`config.mk`:
```
export PLATFORM = sky130hd
export DESIGN_NAME = uart_tx_sched_flat
export DESIGN_NICKNAME = d
export VERILOG_FILES = /design/src/rtl/uart_pkg.sv /design/src/rtl/uart_tx_sched_if.sv /design/src/rtl/uart_echo_fifo.sv /design/src/rtl/uart_tx_sched.sv /design/src/flat_wrapper.sv
export SDC_FILE = /design/constraint.sdc
export NUM_CORES = 1
export LEC_CHECK = 0
export ABC_AREA = 1
export CORE_MARGIN = 4
export CORE_UTILIZATION = 58
export DETAILED_ROUTE_END_ITERATION = 8
export DONT_BUFFER_PORTS = 1
export GPL_TIMING_DRIVEN = 0
export PLACE_DENSITY_LB_ADDON = 0.1
export REMOVE_ABC_BUFFERS = 1
export SKIP_LAST_GASP = 1
export SLEW_MARGIN = 0
export SYNTH_ARGS = -nofsm -noshare
export SYNTH_HDL_FRONTEND = slang
export SYNTH_HIERARCHICAL = 1
export SYNTH_SLANG_ARGS = --single-unit
```
`constraint.sdc`:
```
create_clock -name clk -period 2.9 [get_ports clk]
set_input_delay 0.29 -clock clk [delete_from_list [all_inputs] [get_ports clk]]
set_output_delay 0.29 -clock clk [all_outputs]
set_load 0.01 [all_outputs]
```
`src/rtl/uart_pkg.sv`:
```
// Shared types and constants for the UART transmit scheduler.
package uart_pkg;

    typedef logic [7:0] byte_t;

    typedef enum logic [1:0] {
        ST_IDLE   = 2'd0,
        ST_ECHO   = 2'd1,
        ST_BANNER = 2'd2,
        ST_GAP    = 2'd3
    } state_t;

    localparam int BANNER_LEN = 20;

    // "Hello ALINX AN3485" followed by LF, CR
    localparam byte_t BANNER_ROM [BANNER_LEN] = '{
        8'h48, 8'h65, 8'h6C, 8'h6C, 8'h6F, 8'h20, 8'h41, 8'h4C, 8'h49, 8'h4E,
        8'h58, 8'h20, 8'h41, 8'h4E, 8'h33, 8'h34, 8'h38, 8'h35, 8'h0A, 8'h0D
    };

endpackage

```
`src/rtl/uart_tx_sched_if.sv`:
```
// Receiver-side and transmitter-side signals of the transmit scheduler.
interface uart_tx_sched_if;
    import uart_pkg::*;

    logic  rdsig;
    byte_t rxdata;
    logic  wrsig;
    byte_t dataout;
    logic  busy;
    logic  ovf;

    modport master (output rdsig, output rxdata, input wrsig, input dataout, input busy, input ovf);
    modport slave  (input rdsig, input rxdata, output wrsig, output dataout, output busy, output ovf);

endinterface

```
`src/rtl/uart_echo_fifo.sv`:
```
// Small show-ahead FIFO buffering received bytes awaiting echo.
module uart_echo_fifo
    import uart_pkg::*;
#(
    parameter int DEPTH = 4
) (
    input  logic  clk,
    input  logic  rst_n,
    input  logic  push,
    input  byte_t din,
    input  logic  pop,
    output byte_t dout,
    output logic  empty,
    output logic  full,
    output logic  drop
);

    localparam int AW = $clog2(DEPTH);
    localparam logic [AW:0] PTR_ONE = {{AW{1'b0}}, 1'b1};

    byte_t       mem_r [DEPTH];
    logic [AW:0] wr_ptr_r;
    logic [AW:0] rd_ptr_r;
    logic        pop_ok_s;
    logic        push_ok_s;

    // Extra pointer bit distinguishes full from empty when the indices match.
    assign empty     = (wr_ptr_r == rd_ptr_r);
    assign full      = (wr_ptr_r[AW] != rd_ptr_r[AW]) && (wr_ptr_r[AW-1:0] == rd_ptr_r[AW-1:0]);
    assign pop_ok_s  = pop && !empty;
    assign push_ok_s = push && (!full || pop_ok_s);
    assign drop      = push && full && !pop_ok_s;
    assign dout      = mem_r[rd_ptr_r[AW-1:0]];

    // Pointer and storage update.
    always_ff @(posedge clk or negedge rst_n) begin
        if (!rst_n) begin
            wr_ptr_r <= '0;
            rd_ptr_r <= '0;
            for (int i = 0; i < DEPTH; i++) begin
                mem_r[i] <= 8'h00;
            end
        end else begin
            if (push_ok_s) begin
                mem_r[wr_ptr_r[AW-1:0]] <= din;
                wr_ptr_r                <= wr_ptr_r + PTR_ONE;
            end
            if (pop_ok_s) begin
                rd_ptr_r <= rd_ptr_r + PTR_ONE;
            end
        end
    end

endmodule

```
`src/rtl/uart_tx_sched.sv`:
```
// Shares one UART transmitter between a byte echo path and an idle-time banner,
// pacing every transmitted byte into a fixed-length slot.
module uart_tx_sched
    import uart_pkg::*;
#(
    parameter int BYTE_CYCLES = 255,
    parameter int IDLE_CYCLES = 262144,
    parameter int FIFO_DEPTH  = 4
) (
    input  logic            clk,
    input  logic            rst_n,
    uart_tx_sched_if.slave  bus
);

    localparam logic [15:0] SLOT_LOAD = 16'(BYTE_CYCLES - 1);
    localparam logic [19:0] IDLE_MAX  = 20'(IDLE_CYCLES - 1);
    localparam logic [4:0]  LAST_IDX  = 5'(BANNER_LEN - 1);

    state_t      state_r;
    state_t      state_nx_s;
    logic [15:0] slot_r;
    logic [19:0] idle_cnt_r;
    logic [4:0]  idx_r;
    logic [4:0]  idx_nx_s;
    logic        banner_r;
    logic        banner_nx_s;
    logic        fire_echo_s;
    logic        fire_banner_s;
    logic        fire_s;
    logic        idle_clr_s;
    byte_t       tx_byte_s;

    byte_t       fifo_dout_s;
    logic        fifo_empty_s;
    logic        fifo_full_s;
    logic        fifo_drop_s;

    logic        wrsig_r;
    byte_t       dataout_r;
    logic        busy_r;
    logic        ovf_r;

    uart_echo_fifo #(
        .DEPTH (FIFO_DEPTH)
    ) u_fifo (
        .clk   (clk),
        .rst_n (rst_n),
        .push  (bus.rdsig),
        .din   (bus.rxdata),
        .pop   (fire_echo_s),
        .dout  (fifo_dout_s),
        .empty (fifo_empty_s),
        .full  (fifo_full_s),
        .drop  (fifo_drop_s)
    );

    // Next-state decode; a "fire" launches a byte and opens a new slot.
    always_comb begin
        state_nx_s    = state_r;
        idx_nx_s      = idx_r;
        banner_nx_s   = banner_r;
        fire_echo_s   = 1'b0;
        fire_banner_s = 1'b0;
        case (state_r)
            ST_IDLE: begin
                if (!fifo_empty_s) begin
                    fire_echo_s = 1'b1;
                    state_nx_s  = ST_ECHO;
                end else if (idle_cnt_r == IDLE_MAX) begin
                    fire_banner_s = 1'b1;
                    banner_nx_s   = 1'b1;
                    idx_nx_s      = 5'd0;
                    state_nx_s    = ST_BANNER;
                end else begin
                    state_nx_s = ST_IDLE;
                end
            end
            ST_ECHO, ST_BANNER: begin
                state_nx_s = ST_GAP;
            end
            ST_GAP: begin
                if (slot_r != 16'd0) begin
                    state_nx_s = ST_GAP;
                end else if (!fifo_empty_s) begin
                    // Pending echo preempts the banner; it is not resumed.
                    fire_echo_s = 1'b1;
                    banner_nx_s = 1'b0;
                    idx_nx_s    = 5'd0;
                    state_nx_s  = ST_ECHO;
                end else if (banner_r && (idx_r < LAST_IDX)) begin
                    fire_banner_s = 1'b1;
                    idx_nx_s      = idx_r + 5'd1;
                    state_nx_s    = ST_BANNER;
                end else begin
                    banner_nx_s = 1'b0;
                    idx_nx_s    = 5'd0;
                    state_nx_s  = ST_IDLE;
                end
            end
            default: begin
                state_nx_s  = ST_IDLE;
                banner_nx_s = 1'b0;
                idx_nx_s    = 5'd0;
            end
        endcase
    end

    // Silence is measured only while the transmitter is quiet and nothing is queued.
    assign fire_s     = fire_echo_s || fire_banner_s;
    assign tx_byte_s  = fire_echo_s ? fifo_dout_s : BANNER_ROM[idx_nx_s];
    assign idle_clr_s = bus.rdsig || !fifo_empty_s || (state_r != ST_IDLE) || fire_banner_s;

    // FSM state, banner progress and slot timer.
    always_ff @(posedge clk or negedge rst_n) begin
        if (!rst_n) begin
            state_r  <= ST_IDLE;
            idx_r    <= 5'd0;
            banner_r <= 1'b0;
            slot_r   <= 16'd0;
        end else begin
            state_r  <= state_nx_s;
            idx_r    <= idx_nx_s;
            banner_r <= banner_nx_s;
            if (fire_s) begin
                slot_r <= SLOT_LOAD;
            end else if (slot_r != 16'd0) begin
                slot_r <= slot_r - 16'd1;
            end else begin
                slot_r <= slot_r;
            end
        end
    end

    // Saturating receive-silence counter.
    always_ff @(posedge clk or negedge rst_n) begin
        if (!rst_n) begin
            idle_cnt_r <= 20'd0;
        end else if (idle_clr_s) begin
            idle_cnt_r <= 20'd0;
        end else if (idle_cnt_r != IDLE_MAX) begin
            idle_cnt_r <= idle_cnt_r + 20'd1;
        end else begin
            idle_cnt_r <= idle_cnt_r;
        end
    end

    // Registered transmitter-side outputs.
    always_ff @(posedge clk or negedge rst_n) begin
        if (!rst_n) begin
            wrsig_r   <= 1'b0;
            dataout_r <= 8'h00;
            busy_r    <= 1'b0;
            ovf_r     <= 1'b0;
        end else begin
            wrsig_r <= fire_s;
            busy_r  <= (state_nx_s != ST_IDLE);
            if (fire_s) begin
                dataout_r <= tx_byte_s;
            end
            if (fifo_drop_s && fifo_full_s) begin
                ovf_r <= 1'b1;
            end
        end
    end

    assign bus.wrsig   = wrsig_r;
    assign bus.dataout = dataout_r;
    assign bus.busy    = busy_r;
    assign bus.ovf     = ovf_r;

endmodule

```
`src/flat_wrapper.sv`:
```
// flat-port wrapper written by rule: the top's interface ports become plain ports
module uart_tx_sched_flat import uart_pkg::*;
#(
    parameter int BYTE_CYCLES = 255,
    parameter int IDLE_CYCLES = 262144,
    parameter int FIFO_DEPTH  = 4
)
  (clk, rst_n, bus_rdsig, bus_rxdata, bus_wrsig, bus_dataout, bus_busy, bus_ovf);
  uart_tx_sched_if bus_i ();
  input  logic clk;
  input  logic rst_n;
  input wire logic [$bits(bus_i.rdsig)-1:0] bus_rdsig;
  input wire logic [$bits(bus_i.rxdata)-1:0] bus_rxdata;
  output wire logic [$bits(bus_i.wrsig)-1:0] bus_wrsig;
  output wire logic [$bits(bus_i.dataout)-1:0] bus_dataout;
  output wire logic [$bits(bus_i.busy)-1:0] bus_busy;
  output wire logic [$bits(bus_i.ovf)-1:0] bus_ovf;
  assign bus_i.rdsig = bus_rdsig;
  assign bus_i.rxdata = bus_rxdata;
  assign bus_wrsig = bus_i.wrsig;
  assign bus_dataout = bus_i.dataout;
  assign bus_busy = bus_i.busy;
  assign bus_ovf = bus_i.ovf;
  uart_tx_sched #(.BYTE_CYCLES(BYTE_CYCLES), .IDLE_CYCLES(IDLE_CYCLES), .FIFO_DEPTH(FIFO_DEPTH)) u_core (.clk(clk), .rst_n(rst_n), .bus(bus_i));
endmodule
```
==> summary by stage, run 1 <==
Yosys
In the synthesized netlist, the number of instances is 690. In the synthesized netlist the dominant register cell turns out to be sky130_fd_sc_hd__dfrtp_1. The sequential element share of the synthesized area is 0.426. The netlist area before placement is 0.00547 mm². The count of cell types in the netlist is 51.

The share of flip-flops with an asynchronous set or reset after synthesis is 1.00. A synthesized cell averages 7.93 µm². The Yosys warning count is 6. In this run, synthesis inferred 0 flip-flops with an integrated enable. The total of flip-flops plus latches after synthesis is 93.

Layout
In the final layout, the share of cells above drive strength 1 is 0.153. The post-synthesis to final-layout area growth is 9.15%. The final net count is 729. The number of antenna diodes in the final layout is 0. The layout has 822 filler cells.

Leaving out fill and tap cells, the most frequent cells in the layout are 194 x sky130_fd_sc_hd__nand2_1, 91 x sky130_fd_sc_hd__dfrtp_1, 60 x sky130_fd_sc_hd__nor2_1. Leaving out fill and tap cells, the most frequent cell in the layout is sky130_fd_sc_hd__nand2_1. The final cell count without fillers is 817.

Worst setup path
Data on the critical path is required at its endpoint by 3.15 ns. The worst setup path is launched from a flop. The cell count of the worst reg-to-reg path is 21. The biggest fanout along the worst timing path is 4. STA classifies the critical path endpoint as a flop.

For the worst setup path, the data arrival time is 3.06 ns. The category of the critical setup timing path is flop to flop.

Power
The switching fraction of total power is 0.417. The share of power burned in the clock network is 0.189. The analysis attributes to net switching a power of 0.00212 W.

The completed layout was analyzed and its total power is 0.00507 W. Cell internal power was estimated by the tool at 0.00296 W. The leakage power figure is 2.90 nW. The sequential share of power is 0.405. Of the total power, combinational logic draws 0.406. The ratio of total power to cell area is 850 mW/mm². IR analysis of the VDD net gives a maximum drop of 0.540 mV.

Floorplanning
The initialized floorplan defines 35 standard-cell rows. The initial utilization of the core area, before any placement, comes to 0.595. The die is 105 µm tall. The die covers 0.0110 mm². In this run the count of I/O pins placed on the die edge is 22. The die is 105 µm wide. The floorplan core area is 0.00920 mm².

Clocking
The clock transition at the registers of the reported paths is 0.10 ns. The later-pin clock latency in the skew report is 0.36 ns. The maximum level of the CTS H-tree is 3. Counting the buffers created by CTS gives 9. The clock drives 93 sinks. The clock passes through at most 2 buffers. TritonCTS built the clock tree. The clock root buffer master is sky130_fd_sc_hd__clkbuf_8.

Detailed routing
The routed layout has 4632 vias. In the routed design, unresolved DRC markers number 0. The final wirelength is 12.4 mm. The routed via count divided by cell count is 5.67. The number of antenna-violating nets in the routed design is 0. The iteration count of the initial detailed-routing pass is 6. Dividing the detail-routed wire length by the instance count gives 15.2 µm. The detailed router finished its first iteration with 311 violations.

Global routing
The aggregate global-route resource usage is 0.235. The met2 capacity usage during global routing is 0.396. In the global route stage, met3 resource usage came out at 0.0352. The via count of the first global-routing pass is 4459. The sum of overflow across all layers after global routing is 0. The layer flagged by global routing as most heavily used is met2. The pin count of the biggest net entering global routing is 94. The initial antenna violation count is 0.

The first-pass GRT wire length is 21.4 mm. The met1 demand-to-capacity share in global routing is 0.313.

Placement
The setup slack after placement is -1.02 ns. The quantity of I/O buffers inserted on ports is 0. The final weighted congestion in routability-driven placement is 0.862. The number of placed cells counting well taps is 782. The post-detailed-placement half-perimeter wirelength is 8.23 mm.

STA
The worst hold-check slack is 0.0729 ns. The worst pin sits at a relative slew slack of 0.652. The number of slew-limit violations in the final report is 0. The period utilization is 0.967. After routing, the total negative slack on setup checks comes to 0 ns. The clock period minus worst slack is 2.80 ns. The clock skew after layout is 0.00972 ns.

Timing would allow up to 357 MHz. For the pin with the worst max-slew slack, the measured transition is 0.522 ns. Setup violations remaining at the end of the flow were counted as 0. The number of hold violations in the final report is 0.

Setup repair after global routing could not meet its margin everywhere. Once routing completed, OpenROAD measured the worst setup slack at 0.0962 ns.

Flow run
The tool flagged a number of max-cap violations equal to 0.

Run status
The run finished with clean final reports.

Min path
The worst hold path passes through 2 cells. The class of the tightest hold or removal check is input port to flop.
-- power by group through the flow --
stage | Sequential, W | Combinational, W | Clock, W
2_1_floorplan | 0.00199 | 0.00137 | 0
3_3_place_gp | 0.00207 | 0.00164 | 0
3_5_place_dp | 0.00209 | 0.00169 | 0
4_1_cts | 0.00206 | 0.00192 | 0.000983
5_1_grt | 0.00210 | 0.00232 | 0.00105
6_report | 0.00205 | 0.00206 | 0.000960
-- sequential cells by signal, indices dropped and copies added, names as in the netlist --
name	cells
u_core/idle_cnt_r	20
u_core/slot_r	16
u_core/bus.busy	1
u_core/u_fifo/mem_r	32
u_core/idx_r	5
u_core/bus.wrsig	1
u_core/u_fifo/wr_ptr_r	3
u_core/u_fifo/rd_ptr_r	3
u_core/banner_r	1
u_core/bus.dataout	8
u_core/state_r	2
u_core/bus.ovf	1
-- path summary, 6_finish.rpt --
kind                                                        from                                     to  slack, ns
max                        u_core/u_fifo/rd_ptr_r[1]$_DFFE_PN0P_      u_core/bus.dataout[3]$_DFFE_PN0P_        0.1
min                                                    bus_rdsig     u_core/u_fifo/mem_r[2]$_DFFE_PN0P_       0.07
max reg2reg                u_core/u_fifo/rd_ptr_r[1]$_DFFE_PN0P_      u_core/bus.dataout[3]$_DFFE_PN0P_        0.1
min reg2reg                  u_core/u_fifo/mem_r[21]$_DFFE_PN0P_    u_core/u_fifo/mem_r[21]$_DFFE_PN0P_       0.48
max in group asynchronous                                  rst_n  u_core/u_fifo/rd_ptr_r[0]$_DFFE_PN0P_       1.95
min in group asynchronous                                  rst_n          u_core/slot_r[11]$_DFFE_PN0P_       0.53
-- final cells by class --
| class | count | area [µm²] | area share |
|---|---|---|---|
| multi-input combinational | 506 | 2840 | 0.475 |
| sequential | 93 | 2330 | 0.391 |
| inverter | 74 | 292 | 0.0488 |
| timing repair buffer | 17 | 150 | 0.0252 |
| tap | 111 | 139 | 0.0233 |
| clock buffer | 9 | 124 | 0.0208 |
| clock inverter | 7 | 97.6 | 0.0163 |
-- worst max-delay path, cell delays in order (launching register included) --
cell and delay, ns:
sky130_fd_sc_hd__dfrtp_2 0.45, sky130_fd_sc_hd__buf_4 0.14, sky130_fd_sc_hd__nand2_1 0.07, sky130_fd_sc_hd__nand2_4 0.07, sky130_fd_sc_hd__nand4_1 0.13, sky130_fd_sc_hd__inv_2 0.15, sky130_fd_sc_hd__nand3_2 0.09, sky130_fd_sc_hd__a21oi_2 0.15
sky130_fd_sc_hd__nand3_2 0.11, sky130_fd_sc_hd__nor2_4 0.15, sky130_fd_sc_hd__nor2_1 0.08, sky130_fd_sc_hd__nor2_4 0.10, sky130_fd_sc_hd__inv_1 0.08, sky130_fd_sc_hd__ha_1 0.29, sky130_fd_sc_hd__inv_1 0.08, sky130_fd_sc_hd__nand3_2 0.10
sky130_fd_sc_hd__nand2_2 0.09, sky130_fd_sc_hd__nand2_1 0.08, sky130_fd_sc_hd__a21oi_2 0.13, sky130_fd_sc_hd__nand2_1 0.06, sky130_fd_sc_hd__nand2_1 0.05, sky130_fd_sc_hd__nand2_1 0.04
-- routing by layer --
metal | wire (µm) | share of wire
met5 | 0 | 0
met4 | 204 | 0.016
met3 | 533 | 0.043
met2 | 6050 | 0.49
met1 | 5610 | 0.45
-- cells by family (layout without fill, tap and decap cells) --
group,after synthesis,in the layout,synth area share
compound gates,74,74,0.0794
flops,93,93,0.426
simple gates,396,398,0.353
buf+inv,93,107,0.0748
fa+ha+maj,17,17,0.0389
xor+xnor,17,17,0.0286
-- timing repair --
item / CTS / global route
setup buffers: 8 / 7
pin swaps: 4 / 5
hold endpoints to repair: 93 / 0
gates cloned: 1 / 1
resized for setup: 13 / 9
hold buffers: 2 / 0
setup endpoints to repair: 43 / 37
-- metrics by stage --
stage                     utilization  cell area (µm²)
final                           0.649             5970
after global routing            0.649             5970
after CTS                       0.638             5870
after detailed placement        0.596             5490
after global placement          0.596             5490
after floorplan                     -             5350
-- synth_stat cells (3+ instances only) --
library cell / n / area (µm²)
sky130_fd_sc_hd__nor2_4: 7 / 78.8
sky130_fd_sc_hd__o21ai_1: 4 / 20.0
sky130_fd_sc_hd__o21ai_0: 28 / 140
sky130_fd_sc_hd__buf_1: 7 / 26.3
sky130_fd_sc_hd__nor3_1: 18 / 90.1
sky130_fd_sc_hd__xor2_1: 12 / 105
sky130_fd_sc_hd__nand3_2: 4 / 40.0
sky130_fd_sc_hd__nand2_4: 6 / 67.6
sky130_fd_sc_hd__nor3_2: 4 / 40.0
sky130_fd_sc_hd__xnor2_1: 4 / 35.0
sky130_fd_sc_hd__nor2_2: 4 / 25.0
sky130_fd_sc_hd__buf_6: 5 / 56.3
sky130_fd_sc_hd__nor2_1: 60 / 225
sky130_fd_sc_hd__nand3_1: 29 / 145
sky130_fd_sc_hd__a31oi_1: 3 / 18.8
sky130_fd_sc_hd__inv_1: 57 / 214
sky130_fd_sc_hd__o22ai_1: 9 / 56.3
sky130_fd_sc_hd__nand2_2: 9 / 56.3
sky130_fd_sc_hd__a21oi_1: 19 / 95.1
sky130_fd_sc_hd__inv_2: 13 / 48.8
sky130_fd_sc_hd__nand2_1: 196 / 736
sky130_fd_sc_hd__ha_1: 17 / 213
sky130_fd_sc_hd__nand4_1: 48 / 300
sky130_fd_sc_hd__dfrtp_1: 93 / 2330
sky130_fd_sc_hd__buf_4: 3 / 22.5
Power figures use the tool's default switching activity.
==> run 2, diff against run 1 <==
--- a/config.mk
+++ b/config.mk
@@ -12,7 +12,6 @@
 export DONT_BUFFER_PORTS = 1
 export GPL_TIMING_DRIVEN = 0
 export PLACE_DENSITY_LB_ADDON = 0.1
-export REMOVE_ABC_BUFFERS = 1
 export SKIP_LAST_GASP = 1
 export SLEW_MARGIN = 0
 export SYNTH_ARGS = -nofsm -noshare
==> summary by stage, run 2 (synthesis results as in run 1) <==
Layout
From synthesis to final layout, the design area changed by 10.2%. The final cell count without fillers is 834 (+2.1%). The register name with the most flops is u_core/u_fifo/mem_r. The flip-flop count of the largest register after layout is 32 (unchanged). Leaving out fill and tap cells, the most frequent cell in the layout is sky130_fd_sc_hd__nand2_1. The library cells used most frequently in the layout, excluding fill and tap cells, are 193 x sky130_fd_sc_hd__nand2_1, 91 x sky130_fd_sc_hd__dfrtp_1, 59 x sky130_fd_sc_hd__nor2_1.

The count of antenna diodes in the layout is 0 (unchanged). The largest registers in the layout are u_core/u_fifo/mem_r x32, u_core/idle_cnt_r x20, u_core/slot_r x16. The layout cell share with drive strength beyond 1 is 0.160 (+0.00747). The final net count was 747 (+2.5%).

Worst setup path
The capturing element type of the critical path is a flop. The category of the worst setup path launch point is a flop. The critical path required time was 3.15 ns (about the same).

The category of the critical setup timing path is flop to flop. The biggest fanout along the worst timing path is 9 (+5). The arrival time of the worst setup path is 2.97 ns (-0.09 ns).

Detailed routing
The number of violations reported at the end of detailed-routing iteration 0 is 264 (-15%). The uppermost layer routed is met4. The final wirelength was 12.1 mm (-2.7%). The number of antenna-violating nets in the routed design is 0 (unchanged). The average wire per cell in the routed design is 14.5 µm (-4.7%). The met2 wirelength from detailed routing came to 6.06 mm (+0.18%). The detailed-route wire length on metal 1 came to 5.55 mm (-1.1%).

The routed via count divided by cell count is 5.50 (-3.1%). The length of routed met3 wiring is 342 µm (-36%). The total vias in the final route was 4583 (-1.1%). The post-route DRC violation count is 0 (unchanged).

The iteration count of the initial detailed-routing pass is 6 (unchanged).

Floorplanning
The count of boundary I/O pins was 22 (unchanged). The die footprint is 0.0110 mm² (unchanged). The initial standard-cell utilization of the core is 0.595 (unchanged). The width of the die came to 105 µm (unchanged). The floorplan core area is 0.00920 mm² (unchanged). The die outline height came to 105 µm (unchanged). The row count was 35 (unchanged).

Power
The share of power burned in the clock network came to 0.179 (-0.010). The design internal power is 0.00288 W (-2.6%). The ratio of total power to cell area is 813 mW/mm² (-4.3%). The sequential share of power is 0.416 (+0.011). The switching fraction of total power was 0.413 (-0.00472). The overall power came to 0.00490 W (-3.3%). The share of power burned in combinational logic is 0.405 (about the same).

The leakage power figure is 2.93 nW (+1.2%). The worst supply voltage drop on vdd is 0.598 mV (+11%). The switching power total is 0.00202 W (-4.4%).

STA
The relative slew slack is 0.614 (-0.0379). The worst-margin pin slew is 0.579 ns (+0.0574 ns). The number of setup violations in the final report was 0 (unchanged). The number of slew-limit violations in the final report is 0 (unchanged).

The period utilization came to 0.936 (-0.0311). The upper clock frequency limit is 369 MHz (+3.3%). Setup repair after global routing could not meet its margin everywhere.

The clock period minus worst slack is 2.71 ns (-0.0902 ns). The number of hold violations in the final report is 0 (unchanged). The clock skew after layout was 0.0118 ns (+0.00204 ns).

Clocking
The clock root buffer master is sky130_fd_sc_hd__clkbuf_8. The later-pin clock latency in the skew report is 0.36 ns (about the same). The clock net sink count is 93 (unchanged). The clock buffer count from CTS is 9 (unchanged). The clock transition at the registers of the reported paths is 0.09 ns (about the same). The maximum number of buffers from clock root to sink is 2 (unchanged). The maximum level of the CTS H-tree was 3 (unchanged). The TritonCTS clock tree is yes.

Placement
The number of placed cells counting well taps is 801 (+2.4%). The final weighted congestion in routability-driven placement was 0.892 (+3.5%). The post-detailed-placement half-perimeter wirelength is 8.79 mm (+6.8%).

The quantity of I/O buffers inserted on ports is 0 (unchanged).

Global routing
The first-pass GRT wire length is 20.6 mm (-3.8%). The pin count of the biggest net entering global routing is 94 (unchanged). The initial antenna violation count is 0 (unchanged). The sum of overflow across all layers after global routing was 0 (unchanged). The via count of the first global-routing pass is 4397 (-1.4%). The aggregate global-route resource usage is 0.226 (-0.00894).

Flow run
The number of maximum-capacitance violations is 0 (unchanged).

Min path
The class of the tightest hold or removal check is input port to flop.

Run status
The flow ran to the end, and the final reports show no timing, DRC or antenna violations.

Yosys
Counting every net in the synthesized netlist gives 718.
==> run 2: final timing paths <==
path                                                        from                                    end  slack (ns)  cells past startpoint
setup / recovery           u_core/u_fifo/rd_ptr_r[1]$_DFFE_PN0P_      u_core/bus.dataout[3]$_DFFE_PN0P_        0.19                     21
hold / removal                                     bus_rxdata[5]     u_core/u_fifo/mem_r[5]$_DFFE_PN0P_        0.08                      2
setup reg to reg           u_core/u_fifo/rd_ptr_r[1]$_DFFE_PN0P_      u_core/bus.dataout[3]$_DFFE_PN0P_        0.19                     21
hold reg to reg              u_core/u_fifo/mem_r[13]$_DFFE_PN0P_    u_core/u_fifo/mem_r[13]$_DFFE_PN0P_        0.47                      2
max in group asynchronous                                  rst_n  u_core/u_fifo/rd_ptr_r[1]$_DFFE_PN0P_        2.02                      2
min in group asynchronous                                  rst_n       u_core/idle_cnt_r[6]$_DFFE_PN0P_        0.48                      2
==> run 2: per-layer routing <==
metal,track usage,vias up
met5,0,-
met4,0.0619,0
met3,0.0432,8
met2,0.391,72
met1,0.290,2176
li1,-,2327
==> run 2: through the flow <==
stage          hold slack (ns)  cell area (µm²)  TNS, ns  worst slack (ns)   util
3_3_place_gp          -0.00244             5610   -0.941            -0.378  0.610
4_1_cts                 0.0603             5910        0            0.0176  0.643
6_report                0.0764             6030        0             0.186  0.656
5_1_grt                 0.0547             6030  -0.0650           -0.0408  0.656
2_1_floorplan         -0.00559             5470        0             0.166      -
3_5_place_dp          -0.00197             5610    -1.14            -0.446  0.610
==> run 2: timing repair <==
item,in CTS,in global routing
resized for setup,5,13
hold buffers,2,0
pin swaps,4,10
setup endpoints to repair,5,39
setup buffers,6,10
hold endpoints to repair,93,0
==> run 2: final cells by class <==
type	count	area, µm²
Buffer	19	126
Clock buffer	10	138
Sequential cell	93	2330
Multi-Input combinational cell	504	2790
Inverter	74	293
Clock inverter	5	61.3
Tap cell	111	139
Fill cell	794	3170
Timing Repair Buffer	18	158
==> run 2: critical path, cell delays in order, from the launching register on <==
cell and delay [ns]:
sky130_fd_sc_hd__dfrtp_2 0.45, sky130_fd_sc_hd__inv_4 0.11, sky130_fd_sc_hd__nand2_1 0.07, sky130_fd_sc_hd__nand2_2 0.08, sky130_fd_sc_hd__nand4_1 0.16, sky130_fd_sc_hd__inv_2 0.15, sky130_fd_sc_hd__nand3_2 0.08, sky130_fd_sc_hd__a21oi_2 0.15
sky130_fd_sc_hd__nand3_2 0.11, sky130_fd_sc_hd__nor2_4 0.11, sky130_fd_sc_hd__buf_4 0.12, sky130_fd_sc_hd__nand2_1 0.08, sky130_fd_sc_hd__nand2_2 0.10, sky130_fd_sc_hd__ha_4 0.20, sky130_fd_sc_hd__inv_1 0.06, sky130_fd_sc_hd__nand3_2 0.10
sky130_fd_sc_hd__nand2_2 0.08, sky130_fd_sc_hd__nand2_1 0.07, sky130_fd_sc_hd__a21oi_2 0.12, sky130_fd_sc_hd__nand2_1 0.07, sky130_fd_sc_hd__nand2_2 0.07, sky130_fd_sc_hd__nand2_1 0.05
==> run 2: power groups by stage <==
stage,clock (W),sequential (W),combinational [W]
CTS,0.000898,0.00204,0.00192
global placement,0,0.00204,0.00176
floorplan,0,0.00197,0.00148
global route,0.000960,0.00209,0.00225
detailed placement,0,0.00206,0.00182
finish,0.000876,0.00204,0.00199
==> run 3, diff against run 2 <==
--- a/config.mk
+++ b/config.mk
@@ -16,5 +16,4 @@
 export SLEW_MARGIN = 0
 export SYNTH_ARGS = -nofsm -noshare
 export SYNTH_HDL_FRONTEND = slang
-export SYNTH_HIERARCHICAL = 1
 export SYNTH_SLANG_ARGS = --single-unit
==> summary by stage, run 3 <==
Detailed routing
The final wirelength is 11.6 mm (-3.7%). The routed via count divided by cell count is 5.34 (-2.7%). The average wire per cell in the routed design was 14.3 µm (-1.0%). The number of violations reported at the end of detailed-routing iteration 0 is 183 (-31%). The post-route DRC violation count is 0 (unchanged). The iteration count of the initial detailed-routing pass is 4 (-2). The total vias in the final route is 4340 (-5.3%). The number of antenna-violating nets in the routed design is 0 (unchanged).

Min path
The class of the tightest hold or removal check is input port to flop.

Clocking
The maximum level of the CTS H-tree is 3 (unchanged). The clock root buffer master is sky130_fd_sc_hd__clkbuf_8. The later-pin clock latency in the skew report came to 0.36 ns (about the same). TritonCTS built the clock tree. The clock transition at the registers of the reported paths came to 0.10 ns (about the same). The maximum number of buffers from clock root to sink is 2 (unchanged).

The clock buffer count from CTS was 9 (unchanged). The setup fix buffers added after clock tree synthesis was 0 (-6). The clock net sink count came to 93 (unchanged).

Floorplanning
The floorplan core area is 0.00920 mm² (unchanged). The width of the die is 105 µm (-0.14%). The count of boundary I/O pins is 22 (unchanged). The row count is 35 (unchanged). The initial standard-cell utilization of the core is 0.593 (-0.00177). The die outline height came to 105 µm (-0.14%). The die footprint is 0.0110 mm² (-0.28%).

Power
The design internal power was 0.00224 W (-22%). The leakage power figure came to 2.85 nW (-2.9%). The switching fraction of total power is 0.329 (-0.0836). The share of power burned in combinational logic came to 0.237 (-0.168). The share of power burned in the clock network is 0.269 (+0.090). The sequential share of power is 0.494 (+0.078).

The ratio of total power to cell area came to 573 mW/mm² (-30%). The switching power total is 0.00110 W (-46%). The worst supply voltage drop on vdd is 0.395 mV (-34%).

Layout
The count of antenna diodes in the layout was 0 (unchanged). The largest registers in the layout are u_core.u_fifo.mem_r x32, u_core.idle_cnt_r x20, u_core.slot_r x16. u_core.u_fifo.mem_r holds more flip-flops than any other register. The library cell used most frequently in the layout, excluding fill and tap cells, is sky130_fd_sc_hd__nand2_1. The combined flip-flop and latch cell area came to 0.00233 mm² (-0.11%). The post-route cell area is 0.00583 mm² (-3.3%). The layout cell share with drive strength beyond 1 came to 0.128 (-0.0321).

The flip-flop count of the largest register after layout is 32 (unchanged). The final core utilization is 0.634 (-0.0214). The final net count is 724 (-3.1%). The post-synthesis to final-layout area growth is 6.98%. The area of the multi-input gates is 0.00265 mm² (-4.7%).

The number of fill cells is 829 (+4.4%). Leaving out fill and tap cells, the most frequent cells in the layout are 172 x sky130_fd_sc_hd__nand2_1, 93 x sky130_fd_sc_hd__dfrtp_1, 81 x sky130_fd_sc_hd__inv_1.

Yosys
By count the netlist is led by 173 x sky130_fd_sc_hd__nand2_1, 93 x sky130_fd_sc_hd__dfrtp_1, 82 x sky130_fd_sc_hd__inv_1. The xor/xnor cell area share of the yosys netlist was 0.0324 (+0.00376). The number of synthesized flops with an enable pin is 0 (unchanged). The net count after synthesis is 711 (-0.97%). The Yosys warning count came to 0 (-6). The total of flip-flops plus latches after synthesis was 93 (unchanged). The most instantiated library cell after synthesis is sky130_fd_sc_hd__nand2_1. The mux contribution to synthesized area is 0 (unchanged). The netlist area before placement came to 0.00545 mm² (-0.30%).

The top flip-flop cell by instance count after synthesis is sky130_fd_sc_hd__dfrtp_1. The sequential element share of the synthesized area is 0.427 (+0.00127). The adder-cell area share of the yosys netlist is 0.0390 (+0.000116). The main combinational cell family by area after synthesis is simple AND/OR/NAND/NOR gates.

By area the synthesized netlist is led by sky130_fd_sc_hd__dfrtp_1 43%, sky130_fd_sc_hd__nand2_1 12%, sky130_fd_sc_hd__inv_1 5.6%. The compound-cell area share of the yosys netlist is 0.134 (+0.0546). The share of flip-flops with an asynchronous set or reset after synthesis is 1.00 (unchanged). The gate count of the mapped netlist is 683 (-1.0%).

The count of cell types in the netlist came to 48 (-5.9%). The per-instance average area after synthesis is 7.98 µm² (+0.72%). The simple-gate area share of the yosys netlist is 0.281 (-0.0719). The post-synthesis cell type with the largest combined area is sky130_fd_sc_hd__dfrtp_1. The area fraction of the dominant cell type after synthesis is 0.427 (+0.00127).

Global routing
The aggregate global-route resource usage is 0.224 (-0.00187). The sum of overflow across all layers after global routing is 0 (unchanged). The first-pass GRT wire length was 20.3 mm (-1.5%).

The via count of the first global-routing pass is 4255 (-3.2%). The initial antenna violation count was 0 (unchanged). The pin count of the biggest net entering global routing is 94 (unchanged).

Placement
The final weighted congestion in routability-driven placement came to 0.884 (-0.93%). The quantity of I/O buffers inserted on ports is 0 (unchanged). The post-detailed-placement half-perimeter wirelength is 8.59 mm (-2.2%). The placed cell area is 0.00559 mm² (-0.29%).

Run status
The run finished with clean final reports.

STA
The upper clock frequency limit is 387 MHz (+5.0%). The worst hold-check slack is 0.0405 ns (-0.0358 ns). The clock skew after layout is 0.0200 ns (+0.00819 ns). The number of slew-limit violations in the final report was 0 (unchanged). The clock period minus worst slack is 2.58 ns (-0.129 ns). The worst-margin pin slew is 0.502 ns (-0.0772 ns). Setup repair after global routing left no endpoint under its margin. The number of setup violations in the final report was 0 (unchanged). The period utilization is 0.891 (-0.0444). The final setup TNS is 0 ns (unchanged). The relative slew slack came to 0.665 (+0.0511). The number of hold violations in the final report came to 0 (unchanged).

Worst setup path
The category of the critical setup timing path is flop to flop. The arrival time of the worst setup path is 2.86 ns (-0.11 ns). The category of the worst setup path launch point is a flop.

The capturing element type of the critical path is a flop. The setup slack of the most critical reg-to-reg path is 0.32 ns (+0.13 ns). The biggest fanout along the worst timing path is 8 (-1). The critical path required time is 3.18 ns (+0.03 ns).

Flow run
The number of maximum-capacitance violations is 0 (unchanged).
run 3: cell count changes after synthesis, sizes merged, moves of 5 or more:
cell	delta
a21oi	+18
buf	-8
inv	+27
nand2	-27
nand3	-10
nand4	-44
nor3	-12
nor4	+5
o21ai	+45
o22ai	-6
run 3: per-stage QoR:
stage	setup slack [ns]	instances	power (W)
floorplan	0.632	683	0.00225
CTS	0.201	812	0.00335
global placement	0.284	794	0.00240
detailed placement	0.250	794	0.00244
finish	0.315	812	0.00334
global route	0.0587	812	0.00355
run 3: logic make-up (layout without fill, tap and decap cells):
kind of cell    count (synthesis)  after routing
flops                          93             93
compound gates                133            133
fa+ha+maj                      17             17
simple gates                  310            310
buf+inv                       112            130
xor+xnor                       18             18
run 3: critical path, cell delays in order, from the launching register on:
cell	delay [ns]
sky130_fd_sc_hd__dfrtp_1	0.41
sky130_fd_sc_hd__inv_1	0.11
sky130_fd_sc_hd__ha_1	0.21
sky130_fd_sc_hd__inv_1	0.07
sky130_fd_sc_hd__nor2_1	0.09
sky130_fd_sc_hd__nand3_1	0.09
sky130_fd_sc_hd__nor2_2	0.15
sky130_fd_sc_hd__nand2_2	0.12
sky130_fd_sc_hd__inv_1	0.09
sky130_fd_sc_hd__nand2_1	0.05
sky130_fd_sc_hd__nand2_1	0.05
sky130_fd_sc_hd__nand3_1	0.11
sky130_fd_sc_hd__nand2_2	0.18
sky130_fd_sc_hd__inv_1	0.09
sky130_fd_sc_hd__ha_1	0.21
sky130_fd_sc_hd__o21ai_0	0.16
sky130_fd_sc_hd__nand2_1	0.06
sky130_fd_sc_hd__o21ai_1	0.08
sky130_fd_sc_hd__nand2_1	0.07
sky130_fd_sc_hd__a21oi_1	0.13
run 3: repair_timing:
action                                  CTS  global route
hold buffers                              2             0
resized for setup                         0             2
hold endpoints to repair                 93             0
endpoints found under the setup margin    0             3
run 3: metal layers:
| layer | share of wire | GRT usage | wire, µm | vias to the layer above |
|---|---|---|---|---|
| met1 | 0.47 | 0.295 | 5480 | 2047 |
| met2 | 0.48 | 0.371 | 5540 | 55 |
| met4 | 0.018 | 0.0731 | 213 | 0 |
| li1 | - | - | - | 2216 |
| met5 | 0 | 0 | 0 | - |
| met3 | 0.033 | 0.0451 | 383 | 22 |
run 3: final timing paths:
| path | cells after the start | startpoint | end |
|---|---|---|---|
| max | 19 | u_core.slot_r[0]$_DFFE_PN0P_ | u_core.bus.dataout[2]$_DFFE_PN0N_ |
| min | 2 | bus_rxdata[6] | u_core.u_fifo.mem_r[22]$_DFFE_PN0P_ |
| max reg2reg | 19 | u_core.slot_r[0]$_DFFE_PN0P_ | u_core.bus.dataout[2]$_DFFE_PN0N_ |
| min reg2reg | 2 | u_core.u_fifo.mem_r[10]$_DFFE_PN0P_ | u_core.u_fifo.mem_r[10]$_DFFE_PN0P_ |
| max in group asynchronous | 2 | rst_n | u_core.u_fifo.mem_r[19]$_DFFE_PN0P_ |
| min in group asynchronous | 2 | rst_n | u_core.idle_cnt_r[10]$_DFFE_PN0P_ |
run 3: power by group through the flow:
stage,registers [W],logic (W),clock network (W)
after CTS,0.00165,0.000798,0.000905
after floorplan,0.00165,0.000606,0
after global routing,0.00168,0.000893,0.000982
final,0.00165,0.000793,0.000897
after global placement,0.00167,0.000734,0
after detailed placement,0.00168,0.000762,0
run 3: area by class of cell:
cell class	count	area share
buffer	13	0.0169
clock buffer	11	0.0242
clock inverter	5	0.0103
inverter	99	0.0644
multi-input combinational	478	0.455
sequential	93	0.399
tap	111	0.0238
timing repair buffer	2	0.00644
